File: src/rtl/clock_set_ctrl.sv
// clock_set_ctrl: HH:MM time-of-day controller for a four-digit multiplexed
// seven-segment clock.
//   Keeps BCD time plus an internal seconds count. A mode FSM cycles
//   RUN -> SET_HOUR -> SET_MIN -> RUN on debounced mode-button presses.
//   It also drives the digit scan: BCD digit, active-low enables and edit blink.
// Ports:
//   clock, reset          system clock, asynchronous active-high reset
//   tick_1s, tick_scan    one-cycle pulses: once per second / digit-scan rate
//   btn_mode, btn_inc     raw active-high buttons, asynchronous to clock
//   bcd[3:0]              BCD value of the scanned digit
//   K[3:0]                active-low digit enables (0=min1 .. 3=hour10)
//   blank                 scanned digit suppressed by the edit blink
//   mode[1:0]             FSM state (00 RUN, 01 SET_HOUR, 10 SET_MIN)
//   hour10..min1          BCD time registers
// Handshake: none. tick_1s, tick_scan and the internal press pulses are
// single-cycle strobes that are acted on in the cycle they are high.
module clock_set_ctrl #(
  parameter int DB_TICKS    = 4,
  parameter int BLINK_SCANS = 250
) (
  input  logic       clock,
  input  logic       reset,
  input  logic       tick_1s,
  input  logic       tick_scan,
  input  logic       btn_mode,
  input  logic       btn_inc,
  output logic [3:0] bcd,
  output logic [3:0] K,
  output logic       blank,
  output logic [1:0] mode,
  output logic [3:0] hour10,
  output logic [3:0] hour1,
  output logic [3:0] min10,
  output logic [3:0] min1
);

  localparam int DBW = $clog2(DB_TICKS + 1);
  localparam int BLW = $clog2(BLINK_SCANS + 1);

  typedef enum logic [1:0] {
    ST_RUN      = 2'b00,
    ST_SET_HOUR = 2'b01,
    ST_SET_MIN  = 2'b10,
    ST_BAD      = 2'b11
  } state_e;

  state_e state_q, state_d;

  // Button path, bit 0 = mode, bit 1 = inc.
  logic [1:0]     sync1_q, sync2_q, lvl_q, lvl_prev_q;
  logic [DBW-1:0] db_cnt_q [2];
  logic [1:0]     press;
  logic           mode_p, inc_p, inc_acc;

  logic [5:0] sec_q, sec_d;
  logic [3:0] h10_q, h1_q, m10_q, m1_q;
  logic [3:0] h10_d, h1_d, m10_d, m1_d;

  logic [1:0]     idx_q;
  logic [BLW-1:0] blink_cnt_q, blink_cnt_d;
  logic           phase_q, phase_d;
  logic [3:0]     k_sel;

  // Synchronizer and debouncer: a new level is accepted only after
  // DB_TICKS consecutive scan-tick samples that all differ from the current one.
  always_ff @(posedge clock or posedge reset) begin
    if (reset) begin
      sync1_q    <= '0;
      sync2_q    <= '0;
      lvl_q      <= '0;
      lvl_prev_q <= '0;
      for (int b = 0; b < 2; b++) db_cnt_q[b] <= '0;
    end else begin
      sync1_q    <= {btn_inc, btn_mode};
      sync2_q    <= sync1_q;
      lvl_prev_q <= lvl_q;
      for (int b = 0; b < 2; b++) begin
        if (tick_scan) begin
          if (sync2_q[b] != lvl_q[b]) begin
            if (db_cnt_q[b] == DBW'(DB_TICKS - 1)) begin
              lvl_q[b]    <= sync2_q[b];
              db_cnt_q[b] <= '0;
            end else begin
              db_cnt_q[b] <= db_cnt_q[b] + DBW'(1);
            end
          end else begin
            db_cnt_q[b] <= '0;
          end
        end
      end
    end
  end

  assign press  = lvl_q & ~lvl_prev_q;
  assign mode_p = press[0];
  assign inc_p  = press[1];
  // A mode press in the same cycle swallows the increment.
  assign inc_acc = inc_p & ~mode_p &
                   ((state_q == ST_SET_HOUR) || (state_q == ST_SET_MIN));

  always_comb begin
    state_d = state_q;
    case (state_q)
      ST_RUN:      if (mode_p) state_d = ST_SET_HOUR;
      ST_SET_HOUR: if (mode_p) state_d = ST_SET_MIN;
      ST_SET_MIN:  if (mode_p) state_d = ST_RUN;
      default:     state_d = ST_RUN;
    endcase
  end

  // Hours 00..23 in BCD.
  function automatic logic [7:0] inc_hour(input logic [3:0] t, input logic [3:0] o);
    if (t == 4'd2 && o == 4'd3) return 8'h00;
    else if (o == 4'd9)         return {t + 4'd1, 4'd0};
    else                        return {t, o + 4'd1};
  endfunction

  // Minutes 00..59 in BCD; bit 8 flags the wrap to 00.
  function automatic logic [8:0] inc_min(input logic [3:0] t, input logic [3:0] o);
    if (o != 4'd9)      return {1'b0, t, o + 4'd1};
    else if (t == 4'd5) return 9'h100;
    else                return {1'b0, t + 4'd1, 4'd0};
  endfunction

  always_comb begin
    sec_d = sec_q;
    h10_d = h10_q;
    h1_d  = h1_q;
    m10_d = m10_q;
    m1_d  = m1_q;
    // Seconds are only counted from the pre-edge RUN state.
    if (state_q == ST_RUN && tick_1s) begin
      if (sec_q == 6'd59) begin
        sec_d = '0;
        {m10_d, m1_d} = inc_min(m10_q, m1_q)[7:0];
        if (inc_min(m10_q, m1_q)[8]) {h10_d, h1_d} = inc_hour(h10_q, h1_q);
      end else begin
        sec_d = sec_q + 6'd1;
      end
    end
    if (state_q == ST_SET_MIN && mode_p) sec_d = '0;
    if (inc_acc) begin
      if (state_q == ST_SET_HOUR) {h10_d, h1_d} = inc_hour(h10_q, h1_q);
      else                        {m10_d, m1_d} = inc_min(m10_q, m1_q)[7:0];
    end
  end

  // Blink restarts visible whenever the user does something.
  always_comb begin
    blink_cnt_d = blink_cnt_q;
    phase_d     = phase_q;
    if (state_d != state_q || inc_acc) begin
      blink_cnt_d = '0;
      phase_d     = 1'b0;
    end else if (tick_scan) begin
      if (blink_cnt_q == BLW'(BLINK_SCANS - 1)) begin
        blink_cnt_d = '0;
        phase_d     = ~phase_q;
      end else begin
        blink_cnt_d = blink_cnt_q + BLW'(1);
      end
    end
  end

  always_ff @(posedge clock or posedge reset) begin
    if (reset) begin
      state_q     <= ST_RUN;
      sec_q       <= '0;
      h10_q       <= '0;
      h1_q        <= '0;
      m10_q       <= '0;
      m1_q        <= '0;
      idx_q       <= '0;
      blink_cnt_q <= '0;
      phase_q     <= 1'b0;
    end else begin
      state_q     <= state_d;
      sec_q       <= sec_d;
      h10_q       <= h10_d;
      h1_q        <= h1_d;
      m10_q       <= m10_d;
      m1_q        <= m1_d;
      blink_cnt_q <= blink_cnt_d;
      phase_q     <= phase_d;
      if (tick_scan) idx_q <= idx_q + 2'd1;
    end
  end

  always_comb begin
    bcd   = m1_q;
    k_sel = 4'b1110;
    case (idx_q)
      2'd0: begin bcd = m1_q;  k_sel = 4'b1110; end
      2'd1: begin bcd = m10_q; k_sel = 4'b1101; end
      2'd2: begin bcd = h1_q;  k_sel = 4'b1011; end
      default: begin bcd = h10_q; k_sel = 4'b0111; end
    endcase
    blank = phase_q & (((state_q == ST_SET_HOUR) &&  idx_q[1]) ||
                       ((state_q == ST_SET_MIN)  && !idx_q[1]));
    K = blank ? 4'b1111 : k_sel;
  end

  assign mode   = state_q;
  assign hour10 = h10_q;
  assign hour1  = h1_q;
  assign min10  = m10_q;
  assign min1   = m1_q;

endmodule

File: config.mk
export PLATFORM = sky130hd
export DESIGN_NAME = clock_set_ctrl
export DESIGN_NICKNAME = d
export VERILOG_FILES = /design/src/rtl/clock_set_ctrl.sv
export SDC_FILE = /design/constraint.sdc
export NUM_CORES = 1
export LEC_CHECK = 0
export CORE_MARGIN = 2
export CORE_UTILIZATION = 56
export DETAILED_ROUTE_END_ITERATION = 6
export PLACE_DENSITY = 0.89
export SYNTH_ARGS = -nofsm -noshare
export SYNTH_HDL_FRONTEND = slang
export SYNTH_SLANG_ARGS = --single-unit
File: constraint.sdc
create_clock -name clock -period 2.6 [get_ports clock]
set_input_delay 0.78 -clock clock [delete_from_list [all_inputs] [get_ports clock]]
set_output_delay 0.78 -clock clock [all_outputs]
set_load 0.005 [all_outputs]
==> flow_metrics.env, run 1 <==
export IMPL_status="complete, no violations"
export IMPL_clock_sinks=49
export IMPL_root_buffer="clkbuf_8"
export IMPL_intPower_mw=1.774
export IMPL_cts_buffers=5
export IMPL_regToRegEndpoint="hour10[3]$_DFF_PP0_"
export IMPL_die_area_um2=5417
export IMPL_syn_inst=269
export IMPL_place_gp_congestion=0.8792
export IMPL_critPathCaptureType="output port"
export IMPL_gr_total_overflow=0
export IMPL_finalHoldViolCount=0
export IMPL_yosys_warnings=0
export IMPL_finalMaxSlewViolations=0
export IMPL_io_buffers=32
export IMPL_insertion_delay_ps=300
export IMPL_p_sw_share_pct=37.29
export IMPL_cts_clk_slew_worst_paths_ps=80
export IMPL_ir_drop_uv=519.4
export IMPL_power_total_mw=2.828
export IMPL_fin_util_pct=69.55
export IMPL_post_drt_via_cell_ratio=5.833
export IMPL_antenna_found_initial=0
export IMPL_synth_edf_count=0
export IMPL_reg2reg_slack_ps=630
export IMPL_crit_buf_inv=2
export IMPL_rows=25
export IMPL_min_period_ps=2567
export IMPL_cp_slowest_stage_delay_ps=420
export IMPL_area_growth_pct=20.30
export IMPL_grt_total_usage_pct=21.81
export IMPL_finalSetupViolations=0
export IMPL_hold_path_class="flip-flop to flip-flop"
export IMPL_timing_rr_start="mode[1]$_DFF_PP0_"
export IMPL_startpoint="idx_q[0]$_DFFE_PP0P_"
export IMPL_grt_pass1_wl_mm=9.177
export IMPL_fp_dieW_um=73.60
export IMPL_diodes=0
export IMPL_cellLeakagePower_nw=1.502
export IMPL_grt_max_degree=45
export IMPL_worst_slew_pin_slew_ps=449.2
export IMPL_period_share_pct=98.74
export IMPL_cpLargestDelayFamily="compound AO/OA/AOI/OAI gates"
export IMPL_num_vias=2129
export IMPL_reg2reg_depth=7
export IMPL_relSlewSlack_pct=70.05
export IMPL_final_layout_size_suffix_gt1_share_pct=14.79
export IMPL_dpl_hpwl_mm=3.902
export IMPL_drc=0
export IMPL_yosys_most_used_dff="dfrtp_1"
export IMPL_synth_top_cell_area_share_pct=45.20
export IMPL_cp_start_kind="flip-flop"
export IMPL_synth_seq_cells=49
export IMPL_power_frac_seq_pct=41.1
export IMPL_fmax_ghz=0.3895
export IMPL_cts_tree="built"
export IMPL_crit_type="flip-flop to output port"
export IMPL_syn_avg_cell_area_um2=10.08
export IMPL_wl_per_cell_um=14.56
export IMPL_pwr_share_comb_pct=43.1
export IMPL_nets=334
export IMPL_place_area_um2=3120
export IMPL_max_cap_violations=0
export IMPL_synthTopCellsByArea="dfrtp_1 45%, ha_1 7.8%, inv_1 3.0%, nor2_1 3.0%, nand2_1 2.8%"
export IMPL_ys_types=50
export IMPL_postLayoutCellArea_um2=3263
export IMPL_cp_depth=5
export IMPL_drt_total_wl_mm=5.313
export IMPL_crit_required_ps=1820
export IMPL_ant_nets=0
export IMPL_ys_async_sr_fraction_pct=100.0
export IMPL_synth_common_cells="49 x dfrtp_1, 22 x inv_1, 22 x nor2_1"
export IMPL_setup_worst_path_end="bcd[3]"
export IMPL_synthesis_area_um2=2713
export IMPL_start_util_pct=57.81
export IMPL_first_pass_iters=6
export IMPL_crit_slowest_cell="a222oi_1"
export IMPL_rsz0062_at_grt="yes"
export IMPL_hold_slack_ps=355.8
export IMPL_switchingPower_mw=1.055
export IMPL_grt_pass1_vias=2038
export IMPL_path_cells="inv_1 > ha_2 > a222oi_1 > mux2i_1 > dlygate4sd2_1"
export IMPL_fin_skew_ps=11.62
export IMPL_yosysMostFrequentCell="dfrtp_1"
export IMPL_die_h_um=73.60
export IMPL_cp_max_fo=5
export IMPL_htree_levels=2
export IMPL_cp_data_arrival_time_ps=1790
export IMPL_pin_count=33
export IMPL_synth_seq_area_share_pct=45.20
export IMPL_setup_tns_ps=0
export IMPL_synth_nets=292
export IMPL_p_per_area_nw_per_um2=866.8
export IMPL_core_area_um2=4692
export IMPL_dr_first_iter_drc_count=162
export IMPL_power_frac_clock_pct=15.8
export IMPL_clock_path_buffers=2
export IMPL_synth_top_cell_by_area="dfrtp_1"
timing repair:
action | CTS | global route
hold buffers | 0 | 0
endpoints found under the hold margin | 0 | 0
setup buffers | 4 | 0
gates resized for setup | 17 | 3
pin swaps | 3 | 1
endpoints found under the setup margin | 9 | 3
area by class of cell:
cell class,count,area [µm²]
fillers,352,1429
multi-input cells,191,1404
flip-flops and latches,49,1226
repair buffers,41,392.9
clock buffers,7,86.33
inverters,23,86.33
well taps,54,67.56
stage by stage:
step	worst slack, ps	instances
after floorplan	638.3	269
after global placement	142.8	354
after detailed placement	100.9	354
after CTS	29.06	365
after global routing	-52.75	365
final	32.75	365
state kept, by name, indices dropped and copies added (netlist names), 2 cells and up:
signal	flops
hour10	4
min1	4
db_cnt_q	6
sec_q	6
min10	4
mode	2
lvl_prev_q	2
sync2_q	2
hour1	4
lvl_q	2
blink_cnt_q	8
idx_q	2
sync1_q	2
metal layers:
metal  routed length [µm]  GRT usage [%]  share of wire, %  vias up
li1                     -              -                 -     1026
met1                 2295          26.59                43     1042
met2                 2759          38.39                52       52
met3                  183          4.115               3.4        9
met4                   74          7.677               1.4        0
met5                    0              0                 0        -
cells by family after synthesis:
| family | after synthesis | synth area share, % |
|---|---|---|
| multiplexers | 9 | 3.505 |
| flip-flops | 49 | 45.20 |
| buffers and inverters | 29 | 4.290 |
| AO/OA/AOI/OAI | 52 | 14.16 |
| XOR/XNOR | 12 | 3.875 |
| adder cells (fa/ha/maj) | 17 | 7.841 |
| AND/OR/NAND/NOR | 101 | 21.13 |
placed cells by master, fill, tap and decap left out, types with 8 or more instances in the layout:
cell type	netlist	routed
ha_1	17	12
buf_4	0	8
clkdlybuf4s50_1	0	23
o21ai_0	9	9
nand3_1	11	11
a21oi_1	12	12
inv_1	22	19
nand2_1	20	19
dlygate4sd2_1	0	8
dfrtp_1	49	49
nor2_1	22	22
worst min-delay path by stage:
| stage | startpoint | endpoint | slack [ps] | cells after the start |
|---|---|---|---|---|
| after floorplan | sync1_q[0]$_DFF_PP0_ | sync2_q[0]$_DFF_PP0_ | 330 | 0 |
| after detailed placement | sync1_q[0]$_DFF_PP0_ | sync2_q[0]$_DFF_PP0_ | 340 | 0 |
| after global placement | sync1_q[1]$_DFF_PP0_ | sync2_q[1]$_DFF_PP0_ | 330 | 0 |
| after CTS | sync1_q[0]$_DFF_PP0_ | sync2_q[0]$_DFF_PP0_ | 360 | 0 |
| final | sync1_q[0]$_DFF_PP0_ | sync2_q[0]$_DFF_PP0_ | 360 | 0 |
| after global routing | sync1_q[0]$_DFF_PP0_ | sync2_q[0]$_DFF_PP0_ | 370 | 0 |
power groups by stage:
stage	clock [mW]	sequential, mW	combinational, mW
global route	0.489	1.19	1.37
finish	0.446	1.16	1.22
floorplan	0	1.13	0.753
global placement	0	1.17	1.11
detailed placement	0	1.19	1.17
CTS	0.454	1.15	1.21
Power figures use the tool's default switching activity.
==> run 2, diff against run 1 <==
--- a/config.mk
+++ b/config.mk
@@ -8,7 +8,7 @@
 export CORE_MARGIN = 2
 export CORE_UTILIZATION = 56
 export DETAILED_ROUTE_END_ITERATION = 6
-export PLACE_DENSITY = 0.89
+export PLACE_DENSITY_LB_ADDON = 0.2
 export SYNTH_ARGS = -nofsm -noshare
 export SYNTH_HDL_FRONTEND = slang
 export SYNTH_SLANG_ARGS = --single-unit
==> run 2 against run 1 <==
Effect of this change:
- non-clock buffer count increased by 2
- wire length grew 0.66%
- via count fell by 1.6%
- worst hold slack got worse by 2.2 ps
- first-iteration DRC count shrank 8.6%
- critical path depth is the same
- maximum frequency is 4.4% higher
- critical endpoint is now bcd[0]
- highest routed layer unchanged
==> flow_metrics.env, run 2 (synthesized netlist as in run 1, its figures left out) <==
export IMPL_root_buffer="clkbuf_8"
export IMPL_cts_clk_slew_worst_paths_ps=80
export IMPL_finalMaxSlewViolations=0
export IMPL_drt_total_wl_mm=5.348
export IMPL_rows=25
export IMPL_area_growth_pct=21.13
export IMPL_status="complete, no violations"
export IMPL_fmax_ghz=0.4068
export IMPL_crit_type="flip-flop to output port"
export IMPL_cpLargestDelayFamily="buffers and inverters"
export IMPL_hold_slack_ps=353.6
export IMPL_first_pass_iters=4
export IMPL_setup_tns_ps=0
export IMPL_rsz0062_at_grt="no"
export IMPL_reg2reg_slack_ps=620
export IMPL_io_buffers=32
export IMPL_grt_pass1_wl_mm=8.721
export IMPL_pin_count=33
export IMPL_clock_sinks=49
export IMPL_dp_cells=355
export IMPL_cp_data_arrival_time_ps=1680
export IMPL_insertion_delay_ps=300
export IMPL_ir_drop_uv=553.9
export IMPL_clock_path_buffers=2
export IMPL_postLayoutCellArea_um2=3286
export IMPL_fin_skew_ps=12.20
export IMPL_fp_dieW_um=73.60
export IMPL_cp_max_fo=5
export IMPL_grt_max_degree=24
export IMPL_crit_buf_inv=2
export IMPL_dpl_hpwl_mm=3.853
export IMPL_final_common_cell="dfrtp_1"
export IMPL_cellLeakagePower_nw=1.509
export IMPL_min_period_ps=2458
export IMPL_relSlewSlack_pct=69.49
export IMPL_drc=0
export IMPL_regMostFlops="blink_cnt_q"
export IMPL_largest_register_ff_count=8
export IMPL_htree_levels=2
export IMPL_dr_first_iter_drc_count=148
export IMPL_final_cell_mix="48 x dfrtp_1, 23 x clkdlybuf4s50_1, 22 x nor2_1"
export IMPL_gr_total_overflow=0
export IMPL_hold_buffers=0
export IMPL_num_vias=2095
export IMPL_final_layout_size_suffix_gt1_share_pct=15.97
export IMPL_diodes=0
export IMPL_ant_nets=0
export IMPL_wl_per_cell_um=14.57
export IMPL_die_area_um2=5417
export IMPL_core_area_um2=4692
export IMPL_p_per_area_nw_per_um2=875.3
export IMPL_nets=336
export IMPL_finalSetupViolations=0
export IMPL_path_cells="buf_4 > ha_4 > a222oi_1 > mux2i_1 > dlygate4sd2_1"
export IMPL_max_cap_violations=0
export IMPL_die_h_um=73.60
export IMPL_hold_path_class="flip-flop to flip-flop"
export IMPL_crit_slowest_cell="dfrtp_1"
export IMPL_stdcell_count=367
export IMPL_start_util_pct=57.81
export IMPL_place_area_um2=3115
export IMPL_power_total_mw=2.876
export IMPL_cp_slowest_stage_delay_ps=390
export IMPL_reg_largest_list="blink_cnt_q (8), db_cnt_q (6), sec_q (6)"
export IMPL_crit_required_ps=1820
export IMPL_cts_tree="built"
export IMPL_worst_slew_pin_slew_ps=457.7
export IMPL_period_share_pct=94.55
export IMPL_critPathCaptureType="output port"
export IMPL_grt_total_usage_pct=20.81
export IMPL_cts_buffers=5
export IMPL_cp_start_kind="flip-flop"
export IMPL_place_gp_congestion=0.8113
export IMPL_grt_pass1_vias=1952
export IMPL_antenna_found_initial=0
export IMPL_post_drt_via_cell_ratio=5.708
export IMPL_finalHoldViolCount=0
run 2: final timing paths:
kind	start	end	cells past startpoint
max in group asynchronous	reset	idx_q[1]$_DFFE_PP0P_	3
setup / recovery	idx_q[0]$_DFFE_PP0P_	bcd[0]	5
setup reg to reg	mode[0]$_DFF_PP0_	hour10[0]$_DFF_PP0_	7
min in group asynchronous	reset	db_cnt_q[3]$_DFFE_PP0P_	2
hold reg to reg	sync1_q[1]$_DFF_PP0_	sync2_q[1]$_DFF_PP0_	0
hold / removal	sync1_q[1]$_DFF_PP0_	sync2_q[1]$_DFF_PP0_	0
run 2: cell type report:
type	instances	area, µm²
Multi-Input combinational cell	191	1421
Fill cell	354	1406
Sequential cell	49	1227
Timing Repair Buffer	43	396.6
Clock buffer	7	86.33
Inverter	23	86.33
Tap cell	54	67.56
run 2: routing by layer:
| metal | global-route usage (%) | up-vias | part of all wire (%) |
|---|---|---|---|
| met3 | 4.390 | 9 | 3.5 |
| met4 | 7.879 | 0 | 1.5 |
| met5 | 0 | - | 0 |
| li1 | - | 1031 | - |
| met1 | 26.28 | 1013 | 45 |
| met2 | 35.02 | 42 | 49 |
run 2: per-stage QoR:
stage / util (%) / worst slack [ps]
after global placement: 66.40 / 119.3
after global routing: 70.03 / 44.55
after detailed placement: 66.40 / 86.46
after CTS: 69.12 / 14.10
final: 70.03 / 141.7
after floorplan: - / 638.3
run 2: worst reg2reg max path: cells and delay by family (launching register included):
kind | cells | cell delay [ps]
compound gates | 2 | 300
fa+ha+maj | 1 | 270
buf+inv | 1 | 70
flops | 1 | 390
simple gates | 3 | 880
run 2: where the power goes:
part           total, mW  internal, mW  switching, mW
registers           1.17         0.950          0.219
clock network      0.451         0.212          0.239
logic               1.26         0.641          0.615
total               2.88          1.80           1.07
run 2: repair_timing:
| action | 4_1_cts | 5_1_grt |
|---|---|---|
| pin swaps | 4 | 2 |
| setup buffers | 3 | 2 |
| endpoints found under the setup margin | 9 | 3 |
| resized for setup | 19 | 6 |
==> run 3, diff against run 2 <==
--- a/config.mk
+++ b/config.mk
@@ -5,6 +5,7 @@
 export SDC_FILE = /design/constraint.sdc
 export NUM_CORES = 1
 export LEC_CHECK = 0
+export CORE_ASPECT_RATIO = 0.6
 export CORE_MARGIN = 2
 export CORE_UTILIZATION = 56
 export DETAILED_ROUTE_END_ITERATION = 6
==> run 3 against run 2 <==
Effect of this change:
- combinational power about the same
- largest power group unchanged
- register-to-register slack worse by 120 ps
- sequential share of layout area down 0.57 points
- first-iteration DRC count down 33%
- flip-flop and latch count is the same
- clock skew shrank 5.9 ps
- via count is 2.0% higher
==> flow_metrics.env, run 3 (synthesized netlist as in run 1, its figures left out) <==
export IMPL_fillers=333
export IMPL_die_h_um=57.91
export IMPL_worst_slew_pin_slew_ps=445.8
export IMPL_drt_total_wl_mm=5.630
export IMPL_crit_slowest_cell="dfrtp_2"
export IMPL_io_buffers=32
export IMPL_ant_nets=0
export IMPL_crit_required_ps=1820
export IMPL_period_share_pct=95.80
export IMPL_dr_first_iter_drc_count=99
export IMPL_cp_slowest_stage_delay_ps=420
export IMPL_worst_slack_ps=109.1
export IMPL_gr_total_overflow=0
export IMPL_cp_depth=5
export IMPL_startpoint="idx_q[1]$_DFFE_PP0P_"
export IMPL_finalHoldViolCount=0
export IMPL_cts_buffers=5
export IMPL_min_from="sync1_q[0]$_DFF_PP0_"
export IMPL_relSlewSlack_pct=70.28
export IMPL_fmax_ghz=0.4015
export IMPL_die_area_um2=5435
export IMPL_fin_skew_ps=6.260
export IMPL_insertion_delay_ps=310
export IMPL_min_period_ps=2491
export IMPL_max_cap_violations=0
export IMPL_p_per_area_nw_per_um2=896.0
export IMPL_cp_data_arrival_time_ps=1710
export IMPL_first_pass_iters=5
export IMPL_hold_buffers=0
export IMPL_fin_util_pct=72.49
export IMPL_status="complete, no violations"
export IMPL_place_ws_ps=93.43
export IMPL_fp_dieW_um=93.85
export IMPL_place_gp_congestion=0.8527
export IMPL_crit_buf_inv=2
export IMPL_cp_start_kind="flip-flop"
export IMPL_final_cell_mix="46 x dfrtp_1, 23 x clkdlybuf4s50_1, 22 x nor2_1"
export IMPL_root_buffer="clkbuf_8"
export IMPL_pin_count=33
export IMPL_critPathCaptureType="output port"
export IMPL_cellLeakagePower_nw=1.519
export IMPL_timing_rr_start="mode[0]$_DFF_PP0_"
export IMPL_reg2reg_slack_ps=500
export IMPL_cpLargestDelayFamily="flip-flops"
export IMPL_hold_slack_ps=359.8
export IMPL_path_cells="inv_2 > ha_2 > a222oi_1 > mux2i_1 > dlygate4sd2_1"
export IMPL_reg2reg_depth=7
export IMPL_core_area_um2=4612
export IMPL_grt_pass1_wl_mm=9.321
export IMPL_hold_path_class="flip-flop to flip-flop"
export IMPL_crit_type="flip-flop to output port"
export IMPL_area_growth_pct=23.25
export IMPL_grt_max_degree=31
export IMPL_cts_tree="built"
export IMPL_seq_area_um2=1230
export IMPL_whs_endpoint="sync2_q[0]$_DFF_PP0_"
export IMPL_final_common_cell="dfrtp_1"
export IMPL_start_util_pct=58.82
export IMPL_diodes=0
export IMPL_cp_max_fo=5
export IMPL_num_vias=2136
export IMPL_regMostFlops="blink_cnt_q"
export IMPL_htree_levels=2
export IMPL_drc=0
export IMPL_clock_path_buffers=2
export IMPL_regToRegEndpoint="hour10[1]$_DFF_PP0_"
export IMPL_cts_clk_slew_worst_paths_ps=90
export IMPL_multi_input_area_um2=1405
export IMPL_ir_drop_uv=573.4
export IMPL_final_layout_size_suffix_gt1_share_pct=17.35
export IMPL_largest_register_ff_count=8
export IMPL_finalMaxSlewViolations=0
export IMPL_rows=19
export IMPL_grt_total_usage_pct=22.46
export IMPL_nets=339
export IMPL_post_drt_via_cell_ratio=5.621
export IMPL_finalSetupViolations=0
export IMPL_clock_sinks=49
export IMPL_grt_pass1_vias=1969
export IMPL_reg_largest_list="blink_cnt_q (8), db_cnt_q (6), sec_q (6)"
export IMPL_wl_per_cell_um=14.82
export IMPL_antenna_found_initial=0
export IMPL_holdPathStages=0
export IMPL_dpl_hpwl_mm=4.012
## run 3: changes by cell type in the layout (fill, tap and decap cells not counted), sizes merged
cell | previous run | this run
buf | 11 | 14
bufinv | 0 | 1
clkbuf | 7 | 5
clkinv | 0 | 1
clkinvlp | 0 | 1
dlygate4sd2 | 7 | 8
dlymetal6s2s | 1 | 0
## run 3: metal layers
layer  up-vias  global-route usage, %  share of wire [%]
met1      1036                  34.59                 50
li1       1043                      -                  -
met4         0                  6.418               0.87
met3         5                  4.681                5.3
met2        52                  32.35                 44
met5         -                      0                  0
## run 3: final cells by class
type / instances / area share, %
multi-input cells: 191 / 42.03
flip-flops and latches: 49 / 36.79
repair buffers: 46 / 12.80
inverters: 23 / 2.582
well taps: 63 / 2.358
clock buffers: 5 / 2.058
clock inverters: 3 / 1.385
## run 3: where the power goes
group          total (mW)  internal, mW  switching (mW)
clock               0.554         0.288           0.266
combinational        1.27         0.649           0.622
sequential           1.17         0.952           0.219
## run 3: worst register-to-register path: cells and delay by family, from the launching register on
family                   cells  cell delay, ps
AND/OR/NAND/NOR              3             810
buffers and inverters        1             110
adder cells (fa/ha/maj)      1             320
AO/OA/AOI/OAI                2             370
flip-flops                   1             430
## run 3: timing repair
action / CTS / global route
pin swaps: 4 / 2
endpoints found under the hold margin: 0 / 0
buffers inserted: 9 / 0
gates cloned: 0 / 0
gates resized for setup: 17 / 6
setup endpoints to repair: 9 / 4
## run 3: how the worst max path moves through the flow
stage | endpoint | slack, ps
6_report | bcd[2] | 110
5_1_grt | bcd[2] | -0.4
4_1_cts | bcd[2] | 110
3_5_place_dp | K[1] | 90
3_3_place_gp | K[3] | 90
2_1_floorplan | K[0] | 640
## run 3: through the flow
step / total power, mW / area, µm² / cells / setup TNS [ps]
finish: 2.996 / 3343 / 380 / 0
global route: 3.214 / 3343 / 380 / -0.3557
CTS: 2.952 / 3321 / 380 / 0
detailed placement: 2.327 / 3132 / 363 / 0
global placement: 2.296 / 3132 / 363 / 0
floorplan: 1.886 / 2713 / 269 / 0
